<file path="src/rtl/sdram_arbiter_if.sv">
// Bundles the write/read request handshakes and the SDRAM controller command bus
// that sdram_arbiter sits between. The master modport is the arbiter's view.
interface sdram_arbiter_if #(
  parameter int ADDR_WIDTH = 24
);
  logic                  i_wr_req;
  logic [ADDR_WIDTH-1:0] i_wr_addr;
  logic [ADDR_WIDTH-1:0] i_wr_count;
  logic                  o_wr_gnt;
  logic                  o_wr_done;
  logic                  i_rd_req;
  logic [ADDR_WIDTH-1:0] i_rd_addr;
  logic [ADDR_WIDTH-1:0] i_rd_count;
  logic                  o_rd_gnt;
  logic                  o_rd_done;
  logic [1:0]            o_cmd;
  logic [ADDR_WIDTH-1:0] o_addr;
  logic [ADDR_WIDTH-1:0] o_count;
  logic                  i_busy;
  logic [1:0]            o_err;

  modport master (
    input  i_wr_req, i_wr_addr, i_wr_count,
    input  i_rd_req, i_rd_addr, i_rd_count,
    input  i_busy,
    output o_wr_gnt, o_wr_done, o_rd_gnt, o_rd_done,
    output o_cmd, o_addr, o_count, o_err
  );

  modport slave (
    output i_wr_req, i_wr_addr, i_wr_count,
    output i_rd_req, i_rd_addr, i_rd_count,
    output i_busy,
    input  o_wr_gnt, o_wr_done, o_rd_gnt, o_rd_done,
    input  o_cmd, o_addr, o_count, o_err
  );
endinterface

</file>
<file path="src/rtl/sdram_arbiter.sv">
// Shares one SDRAM controller between a write (FIFO drain) and a read (host readout)
// requester, and interleaves periodic auto-refresh. All outputs are registered.
module sdram_arbiter #(
  parameter int ADDR_WIDTH      = 24,
  parameter int REFRESH_PERIOD  = 780,
  parameter int REF_MAX_PENDING = 8,
  parameter int WR_STREAK       = 4,
  parameter int ACK_TIMEOUT     = 15
) (
  input logic             i_clk,
  input logic             i_rst_n,
  sdram_arbiter_if.master bus
);
  localparam int TMR_W  = (REFRESH_PERIOD > 1) ? $clog2(REFRESH_PERIOD) : 1;
  localparam int PEND_W = $clog2(REF_MAX_PENDING + 1);
  localparam int STRK_W = $clog2(WR_STREAK + 1);
  localparam int ACK_W  = $clog2(ACK_TIMEOUT + 1);

  localparam logic [TMR_W-1:0]  TMR_RELOAD = TMR_W'(REFRESH_PERIOD - 1);
  localparam logic [PEND_W-1:0] PEND_MAX   = PEND_W'(REF_MAX_PENDING);
  localparam logic [STRK_W-1:0] STRK_MAX   = STRK_W'(WR_STREAK);
  localparam logic [ACK_W-1:0]  ACK_MAX    = ACK_W'(ACK_TIMEOUT);

  typedef enum logic [1:0] {IDLE, ACK, RUN} state_e;
  typedef enum logic [1:0] {CMD_NOP = 2'b00, CMD_WRITE = 2'b01,
                            CMD_READ = 2'b10, CMD_REFRESH = 2'b11} cmd_e;
  typedef enum logic [1:0] {OP_REF, OP_WR, OP_RD} op_e;

  state_e                state_q, state_d;
  op_e                   op_q, op_d;
  cmd_e                  cmd_q, cmd_d;
  logic [TMR_W-1:0]      ref_timer_q, ref_timer_d;
  logic [PEND_W-1:0]     pending_q, pending_d;
  logic [STRK_W-1:0]     streak_q, streak_d;
  logic [ACK_W-1:0]      ack_cnt_q, ack_cnt_d;
  logic [ADDR_WIDTH-1:0] addr_q, addr_d;
  logic [ADDR_WIDTH-1:0] count_q, count_d;
  logic                  wr_gnt_q, wr_gnt_d, wr_done_q, wr_done_d;
  logic                  rd_gnt_q, rd_gnt_d, rd_done_q, rd_done_d;
  logic [1:0]            err_q, err_d;

  logic tick, ref_issue, wr_ok, rd_ok;

  always_comb begin
    // NOTE: every _d gets a default before the case so no path can infer a latch.
    state_d   = state_q;
    op_d      = op_q;
    cmd_d     = CMD_NOP;
    pending_d = pending_q;
    streak_d  = streak_q;
    ack_cnt_d = ack_cnt_q;
    addr_d    = addr_q;
    count_d   = count_q;
    wr_gnt_d  = 1'b0;
    wr_done_d = 1'b0;
    rd_gnt_d  = 1'b0;
    rd_done_d = 1'b0;
    err_d     = err_q;
    ref_issue = 1'b0;

    tick        = (ref_timer_q == '0);
    ref_timer_d = tick ? TMR_RELOAD : ref_timer_q - TMR_W'(1);

    // A zero-count grant leaves us in IDLE while the requester still holds req for one cycle.
    wr_ok = bus.i_wr_req && !wr_gnt_q;
    rd_ok = bus.i_rd_req && !rd_gnt_q;

    unique case (state_q)
      IDLE: begin
        if (pending_q != '0) begin
          ref_issue = 1'b1;
          cmd_d     = CMD_REFRESH;
          addr_d    = '0;
          count_d   = '0;
          op_d      = OP_REF;
          ack_cnt_d = '0;
          state_d   = ACK;
        end else if (wr_ok && !(streak_q == STRK_MAX && rd_ok)) begin
          wr_gnt_d = 1'b1;
          if (!bus.i_rd_req)           streak_d = '0;
          else if (streak_q != STRK_MAX) streak_d = streak_q + STRK_W'(1);
          if (bus.i_wr_count == '0) begin
            wr_done_d = 1'b1;
          end else begin
            cmd_d     = CMD_WRITE;
            addr_d    = bus.i_wr_addr;
            count_d   = bus.i_wr_count;
            op_d      = OP_WR;
            ack_cnt_d = '0;
            state_d   = ACK;
          end
        end else if (rd_ok) begin
          rd_gnt_d = 1'b1;
          streak_d = '0;
          if (bus.i_rd_count == '0) begin
            rd_done_d = 1'b1;
          end else begin
            cmd_d     = CMD_READ;
            addr_d    = bus.i_rd_addr;
            count_d   = bus.i_rd_count;
            op_d      = OP_RD;
            ack_cnt_d = '0;
            state_d   = ACK;
          end
        end
      end
      ACK: begin
        if (bus.i_busy) begin
          state_d = RUN;
        end else if (ack_cnt_q == ACK_MAX) begin
          err_d[1]  = 1'b1;
          wr_done_d = (op_q == OP_WR);
          rd_done_d = (op_q == OP_RD);
          state_d   = IDLE;
        end else begin
          ack_cnt_d = ack_cnt_q + ACK_W'(1);
        end
      end
      RUN: begin
        if (!bus.i_busy) begin
          wr_done_d = (op_q == OP_WR);
          rd_done_d = (op_q == OP_RD);
          state_d   = IDLE;
        end
      end
      default: state_d = IDLE;
    endcase

    // A tick landing on a refresh issue cancels out; a tick with the queue full is lost.
    unique case ({tick, ref_issue})
      2'b10: begin
        if (pending_q == PEND_MAX) err_d[0] = 1'b1;
        else                       pending_d = pending_q + PEND_W'(1);
      end
      2'b01:   pending_d = pending_q - PEND_W'(1);
      default: ;
    endcase
  end

  // NOTE: state registers use non-blocking assignments so all flops update together.
  always_ff @(posedge i_clk or negedge i_rst_n) begin
    if (!i_rst_n) begin
      state_q     <= IDLE;
      op_q        <= OP_REF;
      cmd_q       <= CMD_NOP;
      ref_timer_q <= TMR_RELOAD;
      pending_q   <= '0;
      streak_q    <= '0;
      ack_cnt_q   <= '0;
      addr_q      <= '0;
      count_q     <= '0;
      wr_gnt_q    <= 1'b0;
      wr_done_q   <= 1'b0;
      rd_gnt_q    <= 1'b0;
      rd_done_q   <= 1'b0;
      err_q       <= '0;
    end else begin
      state_q     <= state_d;
      op_q        <= op_d;
      cmd_q       <= cmd_d;
      ref_timer_q <= ref_timer_d;
      pending_q   <= pending_d;
      streak_q    <= streak_d;
      ack_cnt_q   <= ack_cnt_d;
      addr_q      <= addr_d;
      count_q     <= count_d;
      wr_gnt_q    <= wr_gnt_d;
      wr_done_q   <= wr_done_d;
      rd_gnt_q    <= rd_gnt_d;
      rd_done_q   <= rd_done_d;
      err_q       <= err_d;
    end
  end

  assign bus.o_cmd     = cmd_q;
  assign bus.o_addr    = addr_q;
  assign bus.o_count   = count_q;
  assign bus.o_wr_gnt  = wr_gnt_q;
  assign bus.o_wr_done = wr_done_q;
  assign bus.o_rd_gnt  = rd_gnt_q;
  assign bus.o_rd_done = rd_done_q;
  assign bus.o_err     = err_q;
endmodule

</file>
<file path="src/flat_wrapper.sv">
// flat-port wrapper written by rule: the top's interface ports become plain ports
module sdram_arbiter_flat 
#(
  parameter int ADDR_WIDTH      = 24,
  parameter int REFRESH_PERIOD  = 780,
  parameter int REF_MAX_PENDING = 8,
  parameter int WR_STREAK       = 4,
  parameter int ACK_TIMEOUT     = 15
)
  (i_clk, i_rst_n, bus_i_wr_req, bus_i_wr_addr, bus_i_wr_count, bus_i_rd_req, bus_i_rd_addr, bus_i_rd_count, bus_i_busy, bus_o_wr_gnt, bus_o_wr_done, bus_o_rd_gnt, bus_o_rd_done, bus_o_cmd, bus_o_addr, bus_o_count, bus_o_err);
  sdram_arbiter_if #(.ADDR_WIDTH(ADDR_WIDTH)) bus_i ();
  input logic i_clk;
  input logic i_rst_n;
  input wire logic [$bits(bus_i.i_wr_req)-1:0] bus_i_wr_req;
  input wire logic [$bits(bus_i.i_wr_addr)-1:0] bus_i_wr_addr;
  input wire logic [$bits(bus_i.i_wr_count)-1:0] bus_i_wr_count;
  input wire logic [$bits(bus_i.i_rd_req)-1:0] bus_i_rd_req;
  input wire logic [$bits(bus_i.i_rd_addr)-1:0] bus_i_rd_addr;
  input wire logic [$bits(bus_i.i_rd_count)-1:0] bus_i_rd_count;
  input wire logic [$bits(bus_i.i_busy)-1:0] bus_i_busy;
  output wire logic [$bits(bus_i.o_wr_gnt)-1:0] bus_o_wr_gnt;
  output wire logic [$bits(bus_i.o_wr_done)-1:0] bus_o_wr_done;
  output wire logic [$bits(bus_i.o_rd_gnt)-1:0] bus_o_rd_gnt;
  output wire logic [$bits(bus_i.o_rd_done)-1:0] bus_o_rd_done;
  output wire logic [$bits(bus_i.o_cmd)-1:0] bus_o_cmd;
  output wire logic [$bits(bus_i.o_addr)-1:0] bus_o_addr;
  output wire logic [$bits(bus_i.o_count)-1:0] bus_o_count;
  output wire logic [$bits(bus_i.o_err)-1:0] bus_o_err;
  assign bus_i.i_wr_req = bus_i_wr_req;
  assign bus_i.i_wr_addr = bus_i_wr_addr;
  assign bus_i.i_wr_count = bus_i_wr_count;
  assign bus_i.i_rd_req = bus_i_rd_req;
  assign bus_i.i_rd_addr = bus_i_rd_addr;
  assign bus_i.i_rd_count = bus_i_rd_count;
  assign bus_i.i_busy = bus_i_busy;
  assign bus_o_wr_gnt = bus_i.o_wr_gnt;
  assign bus_o_wr_done = bus_i.o_wr_done;
  assign bus_o_rd_gnt = bus_i.o_rd_gnt;
  assign bus_o_rd_done = bus_i.o_rd_done;
  assign bus_o_cmd = bus_i.o_cmd;
  assign bus_o_addr = bus_i.o_addr;
  assign bus_o_count = bus_i.o_count;
  assign bus_o_err = bus_i.o_err;
  sdram_arbiter #(.ADDR_WIDTH(ADDR_WIDTH), .REFRESH_PERIOD(REFRESH_PERIOD), .REF_MAX_PENDING(REF_MAX_PENDING), .WR_STREAK(WR_STREAK), .ACK_TIMEOUT(ACK_TIMEOUT)) u_core (.i_clk(i_clk), .i_rst_n(i_rst_n), .bus(bus_i));
endmodule
</file>
<file path="config.mk">
export PLATFORM = sky130hd
export DESIGN_NAME = sdram_arbiter_flat
export DESIGN_NICKNAME = d
export VERILOG_FILES = /design/src/rtl/sdram_arbiter_if.sv /design/src/rtl/sdram_arbiter.sv /design/src/flat_wrapper.sv
export SDC_FILE = /design/constraint.sdc
export NUM_CORES = 1
export LEC_CHECK = 0
export BUFFER_PORTS_ARGS = -buffer_cell sky130_fd_sc_hd__clkbuf_2
export CAP_MARGIN = 25
export CORE_ASPECT_RATIO = 0.8
export CORE_UTILIZATION = 53
export DETAILED_ROUTE_END_ITERATION = 10
export PLACE_DENSITY = 0.9
export SLEW_MARGIN = 0
export SYNTH_ARGS = -nofsm -noshare
export SYNTH_HDL_FRONTEND = slang
export SYNTH_SLANG_ARGS = --single-unit
</file>
<file path="constraint.sdc">
create_clock -name i_clk -period 5.7 [get_ports i_clk]
set_input_delay 1.14 -clock i_clk [delete_from_list [all_inputs] [get_ports i_clk]]
set_output_delay 1.14 -clock i_clk [all_outputs]
set_load 0.02 [all_outputs]
</file>
# Word level (Yosys, flattened, before mapping)
# Index checks and enable logic that the tools add are counted.
# word_totals
in_bits	101
output_inout_bits	56
elab_cells	134
reg_bits	81
# op_classes
bitwise	2
n_addsub	5
n_mux	68
reduce_logical	23
n_eq_ne	21
# op_table
cell	count
24-bit two-way mux	10
24-bit zero test	2
2-bit two-way mux	17
4-bit two-way mux	8
1-bit two-way mux	23
4-bit one-hot mux with 2 select lines	2
3-bit two-way mux	4
10-bit zero test	1
10-bit two-way mux	1
10-bit by 1-bit subtractor with 10-bit output, second input constant	1
4-bit by 1-bit adder with 4-bit output, second input constant	2
4-bit equality test, second input constant	2
2-bit != test, second input constant	4
4-bit AND reduction	2
2-bit by 1-bit equality test with 1-bit output, second input constant	3
2-bit equality test, second input constant	3
3-bit by 2-bit != test with 1-bit output, second input constant	2
3-bit != test, second input constant	2
1-bit one-hot mux with 3 select lines	2
2-bit one-hot mux with 3 select lines	1
6-bit AND reduction	1
2-bit nonzero test	3
5-bit AND reduction	1
1-bit logical AND	4
14 further kinds	18

# Depth between registers and ports, before layout
# depth
ltp_word	8
ltp_mapped	13

# Worst setup path before layout
# Ideal clock, no wire load.
# synth_path
path_kind	input to register
from	input port bus_i_rd_count[9]
to	register u_core.addr_q[17] (netlist: u_core.bus.o_addr[17])
setup_time_ns	0.122
t_required_ns	5.578
cell_stages	7
path_buffers	2
t_arrival_ns	2.445
slack_ns	3.133
path_cell_list	nor4_1 -> nand4_1 -> o211a_4 -> o21ai_1 -> buf_2 -> buf_6 -> o2bb2ai_1
# synth_between
elab_chain_len	3
# synth_rtl
item	line_no	text
start: declaration	flat_wrapper.sv:19	input wire logic [$bits(bus_i.i_rd_count)-1:0] bus_i_rd_count;
24-bit zero test	sdram_arbiter.sv:95	if (bus.i_rd_count == '0) begin
3-bit by 1-bit != test with 1-bit output (no source line)	n/a	
4-bit AND reduction (no source line)	n/a	
end signal: assignment	sdram_arbiter.sv:165	addr_q <= addr_d;
end: declaration	sdram_arbiter.sv:36	logic [ADDR_WIDTH-1:0] addr_q, addr_d;
# No other way between the ends.
# A chain may end at the register's enable or synchronous reset.

# Final worst setup path
# layout_path
from	input port bus_i_rd_count[10]
to	register u_core.count_q[7] (netlist: u_core.bus.o_count[7])
# layout_between
elab_chain_len	3
# layout_rtl
item	line_no	text
24-bit zero test	sdram_arbiter.sv:95	
3-bit by 1-bit != test with 1-bit output (no source line)	n/a	
4-bit AND reduction (no source line)	n/a	
end signal: assignment	sdram_arbiter.sv:166	count_q <= count_d;
end: declaration	sdram_arbiter.sv:37	logic [ADDR_WIDTH-1:0] count_q, count_d;
# No other way between the ends.

==> flow_summary_export.csv <==
group,metric,value,unit
logic_synthesis,synthDistinctLibCells,50,
timing,tns,0,ns
outcome,status,"finished clean",
critical_path,rr_startpoint,"u_core.ref_timer_q[0]",
global_route,grt_max_degree,82,
critical_path,r2r-end,"u_core.pending_q[2]",
final_layout,layout-drive-gt1-share,0.402,
critical_path,crit_arrival,3.68,ns
logic_synthesis,synth_seq_area_share,0.492,
flow_run,drv_cap,0,
global_route,grt_pass1_vias,3412,
logic_synthesis,yosys_register_bits,81,
clock_network,cts.sinks,81,
logic_synthesis,netlist_top_cells_count,"dfrtp_1 (76), mux2i_1 (51), o2bb2ai_1 (39), nand2_1 (27), nor2_1 (21)",
final_layout,final_cells,620,
final_layout,area_growth_syn_to_layout,26.4,%
logic_synthesis,yosysTopAreaCell,"dfrtp_1",
timing,clock_skew,0.0148,ns
critical_path,startpoint_type,"primary input",
routing,vias,3582,
routing,drc_errors,0,
routing,drt_pass1_iterations,4,
global_route,grt_usage,0.269,
timing,setup_violations,0,
logic_synthesis,syn-num-nets,467,
floorplan,dieArea,8160,um^2
clock_network,path_clk_slew,0.08,ns
timing,fmax,294,MHz
floorplan,die_height,81.0,um
logic_synthesis,synth_most_common_cell,"dfrtp_1",
worst_hold_path,hold_depth,1,
critical_path,critical_path.endpoint_type,"flop",
timing,slew_viol_final,0,
final_layout,post-route-util,0.700,
timing,tightest_slew,0.864,ns
logic_synthesis,yosysWarningCount,0,
logic_synthesis,synth_area,4130,um^2
clock_network,cts_resized,0,
global_route,grt_pass1_wl,16.5,mm
clock_network,cts_buffer_depth,2,
placed_design,dp_hpwl,8.11,mm
worst_hold_path,hold_end,"u_core.bus.o_err[1]",
critical_path,reg2regPathDepth,12,
critical_path,cp.required,5.98,ns
final_layout,final_nets,617,
logic_synthesis,ys.flop_type,"dfrtp_1",
routing,ant_nets,0,
clock_network,tritoncts.num_buffers,9,
final_layout,n_antenna_cell,0,
placed_design,pre_cts_ws,1.91,ns
logic_synthesis,synthCells,360,
clock_network,clockRootBuffer,"clkbuf_8",
logic_synthesis,synth.avg_cell_area,11.5,um^2
logic_synthesis,synth_top_cell_area_share,0.460,
critical_path,crit_type,"in2reg",
timing,fin_hold_ws,0.471,ns
power,p_per_area,494,nW/um^2
global_route,antenna_found_initial,0,
clock_network,ctsHoldBuffers,0,
timing,rsz0062_at_grt,"no",
final_layout,fillers,550,
power,vdd.ir_drop.worst,0.297,mV
floorplan,initial_core_util,0.554,
global_route,gr-total-overflow,0,
worst_hold_path,min_path_type,"reg2reg",
routing,finalWirelength,10.9,mm
worst_hold_path,min-delay-start,"u_core.bus.o_err[1]",
power,leakage,2.62,nW
timing,min_period,3.40,ns
logic_synthesis,async_flop_share,1.00,
timing,setup_ws,2.30,ns
timing,slew_headroom,0.424,
timing,post-route-period-util,0.597,
floorplan,placementRows,28,
routing,viasPerCell,5.78,
timing,hold_viol,0,
floorplan,coreArea,7460,um^2
logic_synthesis,synth_edf_count,0,
clock_network,clk_latency,0.36,ns
routing,drt_iter0_markers,171,
clock_network,cts_tree,"yes",
placed_design,place.gp.congestion,0.811,
floorplan,num_io_pins,157,
clock_network,cts_setup_buffers,0,
routing,post_drt_wl_per_cell,17.6,um
critical_path,crit_path_max_fanout,33,
floorplan,die_w,101,um
logic_synthesis,synth.area.top_cells,"dfrtp_1 (46%), mux2i_1 (12%), o2bb2ai_1 (8.3%)",
placed_design,dp.cells,602,
placed_design,portBuffers,156,
clock_network,cts_htree_levels,3,
critical_path,r2r_setup_slack,2.78,ns
cell type report:
| type | instances | area, um^2 | area share |
|---|---|---|---|
| Sequential cell | 81 | 2030 | 0.389 |
| Clock inverter | 6 | 72.6 | 0.0139 |
| Tap cell | 105 | 131 | 0.0251 |
| Timing Repair Buffer | 161 | 853 | 0.163 |
| Inverter | 6 | 22.5 | 0.00431 |
| Multi-Input combinational cell | 251 | 1970 | 0.378 |
| Clock buffer | 10 | 138 | 0.0263 |
power by group:
part           internal (mW)  switching, mW
Clock                  0.220          0.219
Combinational          0.464          0.739
Sequential             0.786          0.155
Total                   1.47           1.11
per-layer routing:
metal | GRT usage | up-vias | routed length, um
met5 | 0 | - | 0
met1 | 0.329 | 1757 | 4450
li1 | - | 1653 | -
met3 | 0.0663 | 24 | 632
met4 | 0.104 | 0 | 306
met2 | 0.465 | 148 | 5510
through the flow:
| step | area (um^2) | power (mW) |
|---|---|---|
| final | 5230 | 2.58 |
| after global routing | 5230 | 2.73 |
| after CTS | 5180 | 2.58 |
| after detailed placement | 4970 | 2.14 |
| after global placement | 4970 | 2.09 |
| after floorplan | 4130 | 1.76 |
placed cells by master (no fill, tap or decap), types with 2 or more instances in the layout:
cell type | synthesis | layout
a21oi_1 | 6 | 6
and3_1 | 3 | 3
buf_4 | 4 | 4
clkbuf_2 | 0 | 155
clkbuf_8 | 0 | 10
dfrtp_1 | 76 | 76
dfstp_2 | 5 | 5
ha_1 | 6 | 6
inv_1 | 6 | 6
inv_6 | 0 | 3
mux2i_1 | 51 | 51
nand2_1 | 27 | 27
nand2b_1 | 3 | 3
nand3_1 | 5 | 5
nand4_1 | 6 | 6
nor2_1 | 21 | 21
nor2b_1 | 2 | 2
nor3_1 | 7 | 7
nor4_1 | 15 | 15
o21a_1 | 4 | 4
o21ai_0 | 5 | 5
o2bb2ai_1 | 39 | 39
o2bb2ai_2 | 9 | 9
o41ai_1 | 2 | 2
or2_2 | 2 | 2
or3b_2 | 4 | 4
xnor2_1 | 6 | 6
xor2_1 | 5 | 5
registers in the layout, summed over array words and instances (netlist names), 2 cells and up:
name and flops:
u_core.bus.o_count 24, u_core.bus.o_cmd 2, u_core.state_q 2, u_core.bus.o_err 2, u_core.ref_timer_q 10, u_core.bus.o_addr 24, u_core.ack_cnt_q 4, u_core.pending_q 4
u_core.streak_q 3, u_core.op_q 2
how the worst max path moves through the flow:
stage                             from                      to  cells after the start
CTS                       bus_i_rd_req   u_core.bus.o_count[7]                      7
floorplan            bus_i_rd_count[9]   u_core.bus.o_addr[17]                      7
finish              bus_i_rd_count[10]   u_core.bus.o_count[7]                      7
detailed placement        bus_i_rd_req   u_core.bus.o_count[7]                      7
global placement          bus_i_rd_req    u_core.bus.o_addr[3]                      7
global route        bus_i_rd_count[10]  u_core.bus.o_count[17]                      7
worst max-delay path: stages:
cell and delay, ns:
clkbuf_2 0.10, nor4_1 0.49, nand4_1 0.23, o211a_4 0.35, o31ai_4 0.70, buf_4 0.48
o2bb2ai_1 0.17
cells by family after synthesis:
logic type / share of synthesized area
mux: 0.124
buf+inv: 0.0366
simple gates: 0.130
flops: 0.492
compound gates: 0.176
xor+xnor: 0.0233
fa+ha+maj: 0.0182
Power figures use the tool's default switching activity.
